$ cat config.mk
export PLATFORM = sky130hd
export DESIGN_NAME = control_juego
export DESIGN_NICKNAME = d
export VERILOG_FILES = /design/src/rtl/control_juego.sv
export SDC_FILE = /design/constraint.sdc
export NUM_CORES = 1
export LEC_CHECK = 0
export ABC_CLOCK_PERIOD_IN_PS = 5280
export BUFFER_PORTS_ARGS = -buffer_cell sky130_fd_sc_hd__buf_2
export CORE_AREA = 2 2 413 415
export CTS_CLUSTER_DIAMETER = 120
export CTS_CLUSTER_SIZE = 25
export DETAILED_ROUTE_END_ITERATION = 8
export DIE_AREA = 0 0 415 417
export PLACE_DENSITY = 0.31
export RECOVER_POWER = 50
export SLEW_MARGIN = 20
export SYNTH_ARGS = -nofsm -noshare
export SYNTH_HDL_FRONTEND = slang
export SYNTH_SLANG_ARGS = --single-unit
$ cat constraint.sdc
create_clock -name clk -period 5.28 [get_ports clk]
set_input_delay 1.056 -clock clk [delete_from_list [all_inputs] [get_ports clk]]
set_output_delay 1.056 -clock clk [all_outputs]
set_load 0.02 [all_outputs]
$ cat src/rtl/control_juego.sv
// Game sequencer for a 4x4 sliding-tile board: move handshake with the datapath, move counter, LFSR tile spawner.
// Optional macro REINICIO_EN: a button press in GANO/PERDIO restarts the game instead of those states being terminal.
module control_juego #(
  parameter logic [15:0] SEMILLA = 16'hACE1,
  parameter int          MAX_MOV = 65535
) (
  input  logic        clk,
  input  logic        rst_n,
  input  logic        btn_valid,
  input  logic [2:0]  btn_dir,
  input  int          mov_matriz [4][4],
  input  logic        mov_gano,
  input  logic        mov_perdio,
  output logic [2:0]  mov_selector,
  output int          matriz_juego [4][4],
  output logic [15:0] contador_mov,
  output logic [2:0]  estado,
  output logic        ocupado,
  output logic        gano,
  output logic        perdio
);

  // state     | meaning
  // INICIO    | place the two opening tiles
  // ESPERA    | idle, selector 0, waiting for a valid move
  // MOVER     | selector = direction, datapath settling
  // CAPTURA   | compare datapath board, register it if it changed
  // GENERAR   | spawn engine scans for an empty cell
  // VERIFICAR | selector 0, sample win / no-move flags
  // GANO      | game won
  // PERDIO    | game lost
  typedef enum logic [2:0] {
    INICIO = 3'd0, ESPERA = 3'd1, MOVER = 3'd2, CAPTURA = 3'd3,
    GENERAR = 3'd4, VERIFICAR = 3'd5, GANO = 3'd6, PERDIO = 3'd7
  } t_estado;

  localparam logic [15:0] L_MAX = 16'(MAX_MOV);

  t_estado     r_estado;
  int          r_mat [4][4];
  logic [15:0] r_cont;
  logic [2:0]  r_sel;
  logic [15:0] r_lfsr;
  logic        r_sp_activo;
  logic [3:0]  r_sp_idx;
  logic [3:0]  r_sp_cnt;
  logic        r_sp_cuatro;
  logic        r_fichas;

  logic        w_iguales;
  logic        w_fb;
  int          w_celda;

  assign w_fb    = r_lfsr[15] ^ r_lfsr[13] ^ r_lfsr[12] ^ r_lfsr[10];
  assign w_celda = r_mat[r_sp_idx[3:2]][r_sp_idx[1:0]];

  always_comb begin
    w_iguales = 1'b1;
    for (int i = 0; i < 4; i++)
      for (int j = 0; j < 4; j++)
        if (mov_matriz[i][j] != r_mat[i][j]) w_iguales = 1'b0;
  end

  always_ff @(posedge clk or negedge rst_n) begin
    if (!rst_n) begin
      r_estado    <= INICIO;
      r_cont      <= '0;
      r_sel       <= '0;
      r_lfsr      <= SEMILLA;
      r_sp_activo <= 1'b0;
      r_sp_idx    <= '0;
      r_sp_cnt    <= '0;
      r_sp_cuatro <= 1'b0;
      r_fichas    <= 1'b0;
      for (int i = 0; i < 4; i++)
        for (int j = 0; j < 4; j++)
          r_mat[i][j] <= 0;
    end else begin
      r_lfsr <= {r_lfsr[14:0], w_fb};
      case (r_estado)
        INICIO: begin
          if (!r_sp_activo) begin
            r_sp_activo <= 1'b1;
            r_sp_idx    <= r_lfsr[3:0];
            r_sp_cnt    <= '0;
            r_sp_cuatro <= (r_lfsr[7:4] == 4'd0);
          end else if (w_celda == 0) begin
            r_mat[r_sp_idx[3:2]][r_sp_idx[1:0]] <= r_sp_cuatro ? 4 : 2;
            if (r_fichas) begin
              r_sp_activo <= 1'b0;
              r_estado    <= ESPERA;
            end else begin
              // second tile restarts the scan from a fresh random position
              r_fichas    <= 1'b1;
              r_sp_idx    <= r_lfsr[3:0];
              r_sp_cnt    <= '0;
              r_sp_cuatro <= (r_lfsr[7:4] == 4'd0);
            end
          end else if (r_sp_cnt == 4'd15) begin
            r_sp_activo <= 1'b0;
            r_estado    <= ESPERA;
          end else begin
            r_sp_idx <= r_sp_idx + 4'd1;
            r_sp_cnt <= r_sp_cnt + 4'd1;
          end
        end
        ESPERA: begin
          r_sel <= '0;
          if (btn_valid && btn_dir >= 3'd1 && btn_dir <= 3'd4) begin
            r_sel    <= btn_dir;
            r_estado <= MOVER;
          end
        end
        MOVER: r_estado <= CAPTURA;
        CAPTURA: begin
          r_sel <= '0;
          if (w_iguales) begin
            r_estado <= ESPERA;
          end else begin
            r_mat <= mov_matriz;
            if (r_cont != L_MAX) r_cont <= r_cont + 16'd1;
            r_sp_activo <= 1'b1;
            r_sp_idx    <= r_lfsr[3:0];
            r_sp_cnt    <= '0;
            r_sp_cuatro <= (r_lfsr[7:4] == 4'd0);
            r_estado    <= GENERAR;
          end
        end
        GENERAR: begin
          if (w_celda == 0) begin
            r_mat[r_sp_idx[3:2]][r_sp_idx[1:0]] <= r_sp_cuatro ? 4 : 2;
            r_sp_activo <= 1'b0;
            r_estado    <= VERIFICAR;
          end else if (r_sp_cnt == 4'd15) begin
            r_sp_activo <= 1'b0;
            r_estado    <= PERDIO;
          end else begin
            r_sp_idx <= r_sp_idx + 4'd1;
            r_sp_cnt <= r_sp_cnt + 4'd1;
          end
        end
        VERIFICAR: begin
          if (mov_gano)        r_estado <= GANO;
          else if (mov_perdio) r_estado <= PERDIO;
          else                 r_estado <= ESPERA;
        end
        GANO, PERDIO: begin
`ifdef REINICIO_EN
          if (btn_valid) begin
            for (int i = 0; i < 4; i++)
              for (int j = 0; j < 4; j++)
                r_mat[i][j] <= 0;
            r_cont      <= '0;
            r_fichas    <= 1'b0;
            r_sp_activo <= 1'b0;
            r_estado    <= INICIO;
          end
`endif
        end
        default: r_estado <= INICIO;
      endcase
    end
  end

  assign mov_selector = r_sel;
  assign matriz_juego = r_mat;
  assign contador_mov = r_cont;
  assign estado       = r_estado;
  assign gano         = (r_estado == GANO);
  assign perdio       = (r_estado == PERDIO);
  assign ocupado      = (r_estado == INICIO) || (r_estado == MOVER) || (r_estado == CAPTURA) ||
                        (r_estado == GENERAR) || (r_estado == VERIFICAR);

endmodule
After elaboration in Yosys (flattened, before gate mapping)
Cells that the tools add are included.
{ "totals": {"reg_bits": 561, "input_bits": 520, "out_inout_bits": 537} }
{ "op_classes": {"n_addsub": 3, "order_cmp": 6, "eq_ne": 35, "mux": 72, "bitwise_logic": 6, "reduce_logical": 22} }
{ "op_table": {"columns": ["operator", "count"], "rows": [
  ["2-to-1 mux 512 bit", 3],
  ["one-hot mux 512 bit (3 select lines)", 1],
  ["bitwise mux 512 bit", 1],
  ["!= test 32 bit", 16],
  ["2-to-1 mux 128 bit", 3],
  ["binary-select mux 128 bit (select 2 bit)", 1],
  ["demux 128 bit (select 2 bit)", 1],
  ["2-to-1 mux 32 bit", 3],
  ["binary-select mux 32 bit (select 2 bit)", 1],
  ["demux 32 bit (select 2 bit)", 1],
  ["2-to-1 mux 4 bit", 12],
  ["2-to-1 mux 3 bit", 12],
  ["logical NOT 32 bit", 1],
  ["2-to-1 mux 1 bit", 27],
  ["one-hot mux 4 bit (3 select lines)", 2],
  ["one-hot mux 3 bit (6 select lines)", 1],
  ["adder 16 x 1 -> 16 bit, second input constant", 1],
  ["!= test 16 bit, second input constant", 1],
  ["!= test 3 bit, second input constant", 5],
  ["== test 3 bit, second input constant", 4],
  ["AND reduction 3 bit", 4],
  ["adder 4 x 1 -> 4 bit, second input constant", 2],
  ["!= test 2 bit, second input constant", 4],
  ["AND reduction 4 bit", 2],
  ["other kinds (22)", 35]
]} }

Longest topological paths before layout
Gate-level depths: netlist (run 1).
{ "depth": {"word_depth": 19, "depth_mapped": 13, "depth_no_buf": 9} }

Least setup slack after synthesis (run 1)
No wires, ideal clock.
{ "synth_path": {"kind": "input -> register", "startpoint": "input port mov_matriz[22] (netlist bit)", "endpoint": "register r_sp_cnt[0]", "setup_time_ns": 0.125, "t_arrival_ns": 3.211, "required_time_ns": 5.155, "setup_slack_ns": 1.944, "stages": 10, "path_buffers": 1, "cell_sequence": "xnor2_1 nand4_1 nor4_1 nand4_1 nor4_1 a31oi_1 a211oi_1 clkbuf_1 nor3_1 mux2_2"} }
{ "synth_between": {"elab_chain_cells": 4} }
{ "synth_lines": {"columns": ["element", "line", "text"], "rows": [
  ["start: declaration", "11", "input int mov_matriz [4][4],"],
  ["!= test 32 bit", "61", "if (mov_matriz[i][j] != r_mat[i][j]) w_iguales = 1'b0;"],
  ["2-to-1 mux 1 bit", "61", null],
  ["!= test 2 bit (no line)", null, null],
  ["AND reduction 4 bit (no line)", null, null],
  ["end signal: assignment", "104", "r_sp_cnt <= r_sp_cnt + 4'd1;"],
  ["end signal: assignment", "139", "r_sp_cnt <= r_sp_cnt + 4'd1;"],
  ["end: declaration", "46", "logic [3:0] r_sp_cnt;"]
]} }
Every way passes these cells.
A chain may end at the register's enable or synchronous reset.

Worst setup path after layout (run 1)
{ "layout_path": {"startpoint": "input port mov_matriz[262] (netlist bit)", "endpoint": "register r_mat, in the netlist matriz_juego[289]"} }
{ "layout_between": {"elab_chain_cells": 12} }
{ "layout_lines": {"columns": ["element", "line", "text"], "rows": [
  ["!= test 32 bit", "61", null],
  ["2-to-1 mux 1 bit (9 in a row)", "61", null],
  ["!= test 2 bit (no line)", null, null],
  ["AND reduction 3 bit (no line)", null, null],
  ["end signal: indexed assignment", "88", "r_mat[r_sp_idx[3:2]][r_sp_idx[1:0]] <= r_sp_cuatro ? 4 : 2;"],
  ["end signal: assignment", "120", "r_mat <= mov_matriz;"],
  ["end signal: indexed assignment", "131", "r_mat[r_sp_idx[3:2]][r_sp_idx[1:0]] <= r_sp_cuatro ? 4 : 2;"],
  ["end: declaration", "40", "int r_mat [4][4];"]
]} }
Every way passes these cells.

==> metrics.md, run 1 <==
| Metric | Value |
|---|---|
| Status | `finished with violations` |
| Failing checks | `max-capacitance violations, max-slew violations` |
| Vias per cell | `between 4 and 5` |
| Setup Skew | `around 0.048 ns` |
| Clk_lat worst skew | `~0.67 ns` |
| Pwr Density | `726 nW/µm²` |
| Setup ws final | `0.526 ns` |
| CP endpoint kind | `register` |
| Post-Place Cells | `5862` |
| Ports | `roughly 1100` |
| Htree depth | `2` |
| EDFF count, synth | `0` |
| Fin Setup TNS | `0 ns` |
| Max-slew violation count | `between 400 and 500` |
| CP startpoint | `mov_matriz[262]` |
| Die Y | `between 400 and 500 µm` |
| Slowest CP cell | `xnor2_1` |
| Post-synth top area cell | `dfrtp_1` |
| Ys flop type | `dfrtp_1` |
| Starting DRC count in detailed routing | `2103` |
| Postcts setup bufs | `0` |
| Fillers | `18600` |
| Register area share after synthesis | `50.8%` |
| Port Buffers | `about 1100` |
| Crit path cell chain | `buf_2 > xnor2_1 > nand4_1 > nor4_1 > nand4_1 > nor4_1 > buf_4 > nand3_1 > buf_4 > o21ai_0 > buf_4 > o21a_1 > a2bb2oi_1` |
| Post_cts resized | `0` |
| Max-cap violation count | `7` |
| Final period util | `roughly nine tenths` |
| CTS tree | `built` |
| Unrepaired setup endpoints after global routing | `false` |
| DP Worst Slack | `-0.197 ns` |
| Post-Syn Area | `roughly 28000 µm²` |
| Yosys cell types | `60` |
| Most prevalent standard cell on the critical path | `buf_4` |
| Syn Area/Cell | `around 12 µm²` |
| Mapped Nets | `about 2900` |
| Final hold slack | `between 0.3 and 0.4 ns` |
| DRC Markers | `0` |
| Reg2Reg Depth | `12` |
| Startpoint types | `primary input` |
| Total wire length | `about 240000 µm` |
| Total Routing Usage GR | `roughly 27%` |
| Number of global-route vias before repair | `approximately 28000` |
| Net count, final | `between 4000 and 5000` |
| Cts bufs inserted | `40` |
| RePlAce Congestion | `between 0.9 and 1` |
| Antenna violations before repair | `about 120` |
| Vias post-DR | `about 28000` |
| CP Data Required Time | `roughly 5.9 ns` |
| Worst slew margin | `-70.4%` |
| Fin crit period | `4.75 ns` |
| DRT Pass-1 Iters | `5` |
| Rows | `~150` |
| Max stage delay on crit path | `0.77 ns` |
| Final ANT Viol Nets | `0` |
| Routed WL per cell | `about 41 µm` |
| Post-synth ARST share | `100%` |
| Syn. warnings | `0` |
| Worst-Margin Slew | `roughly 2.6 ns` |
| Worst min-delay path class | `reg -> reg` |
| Root buffer cell | `clkbuf_16` |
| Core area | `169000 µm²` |
| Setup crit end | `matriz_juego[289]` |
| Reg-to-Reg Start | `matriz_juego[262]` |
| Total power draw | `a little under 30 mW` |
| Ratio of cells with drive above 1 in the final layout | `33.9%` |
| First-pass GRT wire length | `around 310000 µm` |
| Top cells by area, synth | `dfrtp_1 (50%), xnor2_1 (17%), a22o_1 (15%)` |
| Die X | `415 µm` |
| Leak | `between 15 and 20 nW` |
| CP Class | `in -> reg` |
| Syn-to-layout area delta | `43.5%` |
| Worst reg2reg setup slack | `0.55 ns` |
| Mapped Cells | `around 2400` |
| Sink Count | `~560` |
| DP Wirelength | `approximately 210000 µm` |
| RR Endpoint | `matriz_juego[289]` |
| Final Non-Filler Cells | `between 5000 and 6000` |
| Grt total ovfl | `0` |
| Die ar. | `approximately 170000 µm²` |
| Peak VDD IR | `around 0.00022 V` |
| Fmax | `around 210 MHz` |
| CTS max path bufs | `3` |
| Initial Util | `between 15 and 20%` |
| # setup viols final | `0` |
| Synth top area share | `50.0%` |
| Final Hold Viols | `0` |
| Largest net degree at the start of global routing | `93` |
| CP max FO | `4` |
| WP data arrival | `5.32 ns` |
| FF+latch count, synth | `roughly 560` |
| Reg clk slew, reported paths | `0.10 ns` |
| # hold bufs at CTS | `0` |
==> worst min-delay path by stage <==
stage / slack [ns] / endpoint / startpoint / cells past startpoint
after detailed placement: 0.34 / r_lfsr[9] / r_lfsr[8] / 0
final: 0.36 / r_lfsr[9] / r_lfsr[8] / 0
after global placement: 0.33 / r_lfsr[9] / r_lfsr[8] / 0
after global routing: 0.36 / r_lfsr[9] / r_lfsr[8] / 0
after floorplan: 0.33 / r_lfsr[9] / r_lfsr[8] / 0
after CTS: 0.36 / r_lfsr[9] / r_lfsr[8] / 0
==> placed cells by master, fill, tap and decap left out, types with 42 or more instances in the layout <==
master	netlist	layout
clkbuf_1	113	258
xnor2_1	525	519
nor4_1	133	129
buf_4	0	280
dfrtp_1	553	551
nand4_1	150	150
nor2_1	43	42
buf_2	17	806
a22o_1	481	481
==> layout make-up <==
| type | count | area [µm²] | area share, % |
|---|---|---|---|
| well taps | 2218 | 2780 | 6.99 |
| clock inverters | 25 | 427 | 1.07 |
| clock buffers | 46 | 1060 | 2.68 |
| repair buffers | 1386 | 7940 | 20.0 |
| multi-input cells | 1668 | 13300 | 33.5 |
| diodes | 28 | 70.1 | 0.176 |
| flip-flops and latches | 561 | 14100 | 35.4 |
| inverters | 29 | 109 | 0.274 |
==> worst max-delay path, delay by kind of cell <==
family                 cells  cell delay (ns)
AO/OA/AOI/OAI              3             0.72
buffers and inverters      4             0.73
AND/OR/NAND/NOR            5             2.00
XOR/XNOR                   1             0.77
==> power breakdown <==
group / internal (mW) / leakage, nW / switching [mW]
clock network: 1.70 / 0.718 / 2.23
registers: 6.21 / 6.88 / 3.52
logic: 5.20 / 9.95 / 9.99
total: 13.1 / 17.5 / 15.7
==> cell families (layout without fill, tap and decap cells) <==
| family | Yosys count | in the layout | share of synthesized area (%) |
|---|---|---|---|
| AOI/OAI and AO/OA | 645 | 645 | 19.3 |
| DFF | 561 | 561 | 50.8 |
| xor gates and xnor gates | 530 | 530 | 16.8 |
| and+or+nand+nor | 467 | 467 | 9.82 |
| buffers and inverters | 160 | 1486 | 2.25 |
| muxes | 20 | 20 | 0.791 |
| adders and majority gates | 6 | 6 | 0.271 |
| other | 0 | 28 | 0 |
==> registers in the layout, summed over array words and instances (netlist names) <==
name,count
contador_mov,16
estado,3
matriz_juego,512
mov_selector,3
r_fichas,1
r_lfsr,16
r_sp_activo,1
r_sp_cnt,4
r_sp_cuatro,1
r_sp_idx,4
==> Yosys cell counts, types with 8 or more instances <==
cell and count:
buf_2 17, nor3_1 15, clkbuf_1 113, a21oi_1 25, nor2_1 43, a22o_1 481, nand2_1 37, nand3_1 35
xnor2_1 525, nand4_1 150, dfstp_2 8, o21ai_0 25, a31oi_1 24, inv_1 28, or4_1 15, nor4_1 133
mux2_2 15, dfrtp_1 553, o31ai_1 9, a2bb2oi_1 14, o21a_1 12
==> metrics by stage <==
step,area [µm²],util [%]
after global placement,38500,22.9
after floorplan,27700,-
final,39700,23.6
after global routing,39700,23.5
after detailed placement,38500,22.9
after CTS,40000,23.8
==> per-layer routing <==
metal / vias up / global-route usage [%] / part of all wire (%)
met5: - / 0 / 0.12
met4: 50 / 7.22 / 3.2
met3: 313 / 4.33 / 4.5
met2: 1091 / 48.7 / 51
met1: 14300 / 33.4 / 41
li1: 11700 / - / -
Note: power is estimated with default switching activity, not from simulation.
==> run 2: changes to the inputs <==
==> constraint.sdc (replaced) <==
create_clock -name clk -period 5.28 [get_ports clk]
set_input_delay 1.056 -clock clk [delete_from_list [all_inputs] [get_ports clk]]
set_output_delay 1.056 -clock clk [all_outputs]
set_load 0.005 [all_outputs]
==> metrics.md, run 2 (synthesis gave the netlist of run 1 again) <==
| Metric | Value |
|---|---|
| Largest net degree at the start of global routing | `93 (unchanged)` |
| Worst reg2reg setup slack | `0.52 ns (was 0.55 ns)` |
| DP Wirelength | `208000 µm (unchanged)` |
| Fmax | `209 MHz (was 210 MHz)` |
| CP Data Required Time | `5.85 ns (about the same)` |
| Number of global-route vias before repair | `27600 (unchanged)` |
| Peak VDD IR | `0.000212 V (was 0.000219 V)` |
| First-pass GRT wire length | `306000 µm (unchanged)` |
| Grt total ovfl | `0 (unchanged)` |
| Wl on met1 | `99900 µm (was 100000 µm)` |
| Clk_lat worst skew | `0.67 ns (about the same)` |
| Most common cell after layout, fill and taps aside | `buf_2 (unchanged)` |
| Crit path cell chain | `buf_2 > xnor2_1 > nand4_1 > nor4_1 > nand4_1 > nor4_1 > buf_4 > nand3_1 > buf_4 > o21ai_0 > buf_4 > o21a_1 > a2bb2oi_1 (unchanged)` |
| Net count, final | `4212 (unchanged)` |
| Ports | `1057 (unchanged)` |
| CP endpoint kind | `register (unchanged)` |
| Met2 WL | `125000 µm (about the same)` |
| Core area | `169000 µm² (unchanged)` |
| Die X | `415 µm (unchanged)` |
| Cts bufs inserted | `40 (unchanged)` |
| Total Routing Usage GR | `27.1% (unchanged)` |
| Reg clk slew, reported paths | `0.10 ns (about the same)` |
| Hold Path Origin | `r_lfsr[8] (unchanged)` |
| CP Class | `in -> reg (unchanged)` |
| Syn-to-layout area delta | `43.8% (was 43.5%)` |
| Met3 wire length | `11000 µm (was 10900 µm)` |
| Hold depth | `0 (unchanged)` |
| Setup Skew | `0.0497 ns (was 0.0479 ns)` |
| Final period util | `90.6% (was 90.0%)` |
| Most prevalent standard cell on the critical path | `buf_4 (unchanged)` |
| Routed WL per cell | `40.9 µm (about the same)` |
| DRC Markers | `0 (unchanged)` |
| WP data arrival | `5.35 ns (was 5.32 ns)` |
| Leak | `17.8 nW (was 17.5 nW)` |
| DRT Pass-1 Iters | `6 (was 5)` |
| Starting DRC count in detailed routing | `2130 (was 2103)` |
| Max-slew violation count | `411 (was 402)` |
| Reg2Reg Depth | `12 (unchanged)` |
| Max-cap violation count | `7 (unchanged)` |
| Rows | `151 (unchanged)` |
| # hold bufs at CTS | `0 (unchanged)` |
| Initial Util | `16.4% (unchanged)` |
| Worst slew margin | `-72.1% (was -70.4%)` |
| Final ANT Viol Nets | `0 (unchanged)` |
| Die Y | `417 µm (unchanged)` |
| Die ar. | `173000 µm² (unchanged)` |
| Postcts setup bufs | `0 (unchanged)` |
| Final Hold Viols | `0 (unchanged)` |
| CP max FO | `4 (unchanged)` |
| CTS max path bufs | `3 (unchanged)` |
| Ratio of cells with drive above 1 in the final layout | `35.6% (was 33.9%)` |
| Fin crit period | `4.78 ns (was 4.75 ns)` |
| Total wire length | `244000 µm (about the same)` |
| Top sig layer | `met5 (unchanged)` |
| Post-Place Cells | `5862 (unchanged)` |
| Vias post-DR | `27700 (was 27500)` |
| Final hold slack | `0.359 ns (about the same)` |
| Crit path buf inv count | `4 (unchanged)` |
| Most frequent cells in the layout | `buf_2 (872), dfrtp_1 (551), xnor2_1 (519) (was buf_2 (806), dfrtp_1 (551), xnor2_1 (519))` |
| Htree depth | `2 (unchanged)` |
| Startpoint types | `primary input (unchanged)` |
| Sink Count | `561 (unchanged)` |
| Status | `finished with violations (unchanged)` |
| Vias per cell | `4.64 (was 4.62)` |
| Port Buffers | `1056 (unchanged)` |
| Setup ws final | `0.497 ns (was 0.526 ns)` |
| Max reg flops | `512 (unchanged)` |
| CP top delay family | `simple AND/OR/NAND/NOR gates (unchanged)` |
| Root buffer cell | `clkbuf_16 (unchanged)` |
| DP Worst Slack | `-0.197 ns (unchanged)` |
| Worst-Margin Slew | `2.58 ns (was 2.56 ns)` |
| RR Endpoint | `matriz_juego[289] (unchanged)` |
| Post_cts resized | `0 (unchanged)` |
| Failing checks | `max-capacitance violations, max-slew violations (unchanged)` |
| Slowest CP cell | `xnor2_1 (unchanged)` |
| CTS tree | `built (unchanged)` |
| Hold EP | `r_lfsr[9] (unchanged)` |
| # setup viols final | `0 (unchanged)` |
| Unrepaired setup endpoints after global routing | `false (unchanged)` |
| Worst min-delay path class | `reg -> reg (unchanged)` |
| Pwr Density | `669 nW/µm² (was 726 nW/µm²)` |
| Final Non-Filler Cells | `5959 (was 5961)` |
| RePlAce Congestion | `0.920 (unchanged)` |
| Reg-to-Reg Start | `matriz_juego[262] (unchanged)` |
| Antenna violations before repair | `122 (unchanged)` |
| Max stage delay on crit path | `0.80 ns (was 0.77 ns)` |
## run 2: cell types whose count changed in the layout (fill, tap and decap cells not counted), sizes merged
cell,previous run,this run
diode,28,26
buf,1127,1194
clkbuf,305,238
## run 2: report_power, final
part | switching, mW | leakage [nW] | total [mW] | internal [mW]
Sequential | 3.52 | 6.88 | 9.73 | 6.21
Clock | 2.22 | 0.718 | 3.92 | 1.70
Combinational | 7.72 | 10.2 | 13.0 | 5.24
## run 2: worst max-delay path by stage
| stage | cells after the start | endpoint | slack (ns) | from |
|---|---|---|---|---|
| 6_report | 13 | matriz_juego[289] | 0.50 | mov_matriz[262] |
| 4_1_cts | 12 | matriz_juego[353] | 0.43 | matriz_juego[262] |
| 3_3_place_gp | 13 | matriz_juego[289] | -0.32 | mov_matriz[389] |
| 2_1_floorplan | 10 | r_sp_cnt[0] | 1.94 | mov_matriz[22] |
| 5_1_grt | 2 | matriz_juego[413] | 0.24 | rst_n |
| 3_5_place_dp | 13 | matriz_juego[353] | -0.20 | mov_matriz[262] |
## run 2: metal layers
layer | vias up | track usage [%]
met5 | - | 0
met4 | 50 | 7.22
met3 | 317 | 4.33
met2 | 1136 | 48.7
met1 | 14400 | 33.4
li1 | 11700 | -
## run 2: final cells by class
class	instances	area, µm²
inverter	29	109
antenna	26	65.1
sequential	561	14100
timing repair buffer	1386	8020
clock inverter	25	427
tap	2218	2780
fill	18500	129000
clock buffer	46	1060
multi-input combinational	1668	13300
## run 2: through the flow
| stage | power, mW | instance area (µm²) | util (%) | TNS (ns) |
|---|---|---|---|---|
| floorplan | 12.7 | 27700 | - | 0 |
| global placement | 23.1 | 38500 | 22.9 | -22.97 |
| detailed placement | 23.2 | 38500 | 22.9 | -1.67 |
| CTS | 27.2 | 40000 | 23.8 | 0 |
| global route | 27.6 | 39800 | 23.6 | 0 |
| finish | 26.6 | 39800 | 23.6 | 0 |
==> run 3: changes to the inputs <==
--- a/config.mk
+++ b/config.mk
@@ -12,6 +12,7 @@
 export CTS_CLUSTER_SIZE = 25
 export DETAILED_ROUTE_END_ITERATION = 8
 export DIE_AREA = 0 0 415 417
+export MAX_ROUTING_LAYER = met4
 export PLACE_DENSITY = 0.31
 export RECOVER_POWER = 50
 export SLEW_MARGIN = 20
==> metrics.md, run 3 (synthesis gave the netlist of run 1 again) <==
| Metric | Value |
|---|---|
| Status | `finished with violations (unchanged)` |
| Failing checks | `max-capacitance violations, max-slew violations (unchanged)` |
| Reg clk slew, reported paths | `0.10 ns (about the same)` |
| First-pass GRT wire length | `306000 µm (about the same)` |
| Worst min-delay path class | `reg -> reg (unchanged)` |
| Syn-to-layout area delta | `44.0% (was 43.8%)` |
| Leak | `17.8 nW (about the same)` |
| Fin crit period | `4.81 ns (was 4.78 ns)` |
| Max reg flops | `512 (unchanged)` |
| Root buffer cell | `clkbuf_16 (unchanged)` |
| Max stage delay on crit path | `0.89 ns (was 0.80 ns)` |
| Initial Util | `16.4% (unchanged)` |
| Ratio of cells with drive above 1 in the final layout | `35.7% (was 35.6%)` |
| Most common cell after layout, fill and taps aside | `buf_2 (unchanged)` |
| Worst reg2reg setup slack | `0.47 ns (was 0.52 ns)` |
| DP Wirelength | `208000 µm (unchanged)` |
| Crit path cell chain | `xnor2_1 > nand4_1 > nor4_1 > nand4_1 > nor4_1 > buf_4 > nand3_1 > buf_4 > o21ai_0 > buf_4 > o21a_1 > a2bb2oi_1 (was buf_2 > xnor2_1 > nand4_1 > nor4_1 > nand4_1 > nor4_1 > buf_4 > nand3_1 > buf_4 > o21ai_0 > buf_4 > o21a_1 > a2bb2oi_1)` |
| Crit path buf inv count | `3 (was 4)` |
| Final Core Density | `23.6% (about the same)` |
| Startpoint types | `register (was primary input)` |
| CP Data Required Time | `5.86 ns (was 5.85 ns)` |
| Final Hold Viols | `0 (unchanged)` |
| Final period util | `91.1% (was 90.6%)` |
| RePlAce Congestion | `0.936 (was 0.920)` |
| CTS tree | `built (unchanged)` |
| Worst slew margin | `-73.4% (was -72.1%)` |
| WP data arrival | `5.39 ns (was 5.35 ns)` |
| CTS max path bufs | `3 (unchanged)` |
| Slowest CP cell | `xnor2_1 (unchanged)` |
| Hold depth | `0 (unchanged)` |
| Starting DRC count in detailed routing | `2193 (was 2130)` |
| Largest net degree at the start of global routing | `93 (unchanged)` |
| DRC Markers | `0 (unchanged)` |
| CP max FO | `4 (unchanged)` |
| DP Worst Slack | `-0.197 ns (unchanged)` |
| Final Non-Filler Cells | `5978 (was 5959)` |
| Most frequent cells in the layout | `buf_2 (873), dfrtp_1 (551), xnor2_1 (519) (was buf_2 (872), dfrtp_1 (551), xnor2_1 (519))` |
| # hold bufs at CTS | `0 (unchanged)` |
| RR Endpoint | `matriz_juego[353] (was matriz_juego[289])` |
| Antenna violations before repair | `119 (was 122)` |
| Postcts setup bufs | `0 (unchanged)` |
| Ports | `1057 (unchanged)` |
| Fin Setup TNS | `0 ns (unchanged)` |
| Total Routing Usage GR | `27.9% (was 27.1%)` |
| Rows | `151 (unchanged)` |
| Final ANT Viol Nets | `0 (unchanged)` |
| Peak VDD IR | `0.000218 V (was 0.000212 V)` |
| Core area | `169000 µm² (unchanged)` |
| CP Class | `reg -> reg (was in -> reg)` |
| Final hold slack | `0.359 ns (about the same)` |
| Most prevalent standard cell on the critical path | `buf_4 (unchanged)` |
| Htree depth | `2 (unchanged)` |
| Max-cap violation count | `8 (was 7)` |
| Grt total ovfl | `0 (unchanged)` |
| Cts bufs inserted | `40 (unchanged)` |
| CP top delay family | `simple AND/OR/NAND/NOR gates (unchanged)` |
| # setup viols final | `0 (unchanged)` |
| CP endpoint kind | `register (unchanged)` |
| Total wire length | `244000 µm (about the same)` |
| Die Y | `417 µm (unchanged)` |
| Setup Skew | `0.0500 ns (was 0.0497 ns)` |
| Max-slew violation count | `424 (was 411)` |
| Number of global-route vias before repair | `27500 (was 27600)` |
| Unrepaired setup endpoints after global routing | `false (unchanged)` |
| Levels on crit path | `12 (was 13)` |
| Post_cts resized | `0 (unchanged)` |
| Pwr Density | `668 nW/µm² (was 669 nW/µm²)` |
| Finished Cell Area | `39800 µm² (about the same)` |
| Total power draw | `26.6 mW (about the same)` |
| Sink Count | `561 (unchanged)` |
| Reg2Reg Depth | `12 (unchanged)` |
| Vias post-DR | `27500 (was 27700)` |
| Clk_lat worst skew | `0.68 ns (was 0.67 ns)` |
| Reg-to-Reg Start | `matriz_juego[464] (was matriz_juego[262])` |
| Post-DP Area | `38500 µm² (unchanged)` |
| Routed WL per cell | `40.8 µm (was 40.9 µm)` |
| Hold EP | `r_lfsr[9] (unchanged)` |
| Vias per cell | `4.61 (was 4.64)` |
| Setup ws final | `0.472 ns (was 0.497 ns)` |
| Fmax | `208 MHz (was 209 MHz)` |
| Hold Path Origin | `r_lfsr[8] (unchanged)` |
| Post-Place Cells | `5862 (unchanged)` |
| Die ar. | `173000 µm² (unchanged)` |
| Die X | `415 µm (unchanged)` |
| Worst-Margin Slew | `2.60 ns (was 2.58 ns)` |
| DRT Pass-1 Iters | `5 (was 6)` |
| Net count, final | `4212 (unchanged)` |
| Port Buffers | `1056 (unchanged)` |
## run 3: layout make-up
type	count	area (µm²)
diodes	45	113
clock buffers	46	1060
clock inverters	25	427
fillers	18500	129000
inverters	29	109
multi-input cells	1668	13300
flip-flops and latches	561	14100
well taps	2218	2780
repair buffers	1386	8020
## run 3: worst max path at each step
| stage | from | to | slack, ns |
|---|---|---|---|
| after global placement | mov_matriz[389] | matriz_juego[289] | -0.32 |
| after global routing | rst_n | matriz_juego[413] | 0.24 |
| after floorplan | mov_matriz[22] | r_sp_cnt[0] | 1.94 |
| final | matriz_juego[464] | matriz_juego[353] | 0.47 |
| after detailed placement | mov_matriz[262] | matriz_juego[353] | -0.20 |
| after CTS | matriz_juego[262] | matriz_juego[353] | 0.43 |
## run 3: report_power, final
group	internal, mW	switching [mW]
Sequential	6.21	3.52
Combinational	5.24	7.73
Clock	1.70	2.22
Total	13.1	13.5
## run 3: layer usage
layer	up-vias	global-route usage (%)	part of all wire [%]
met4	0	6.93	3.0
met2	1112	48.9	51
li1	11800	-	-
met3	249	4.06	4.7
met5	-	-	0
met1	14400	33.6	41
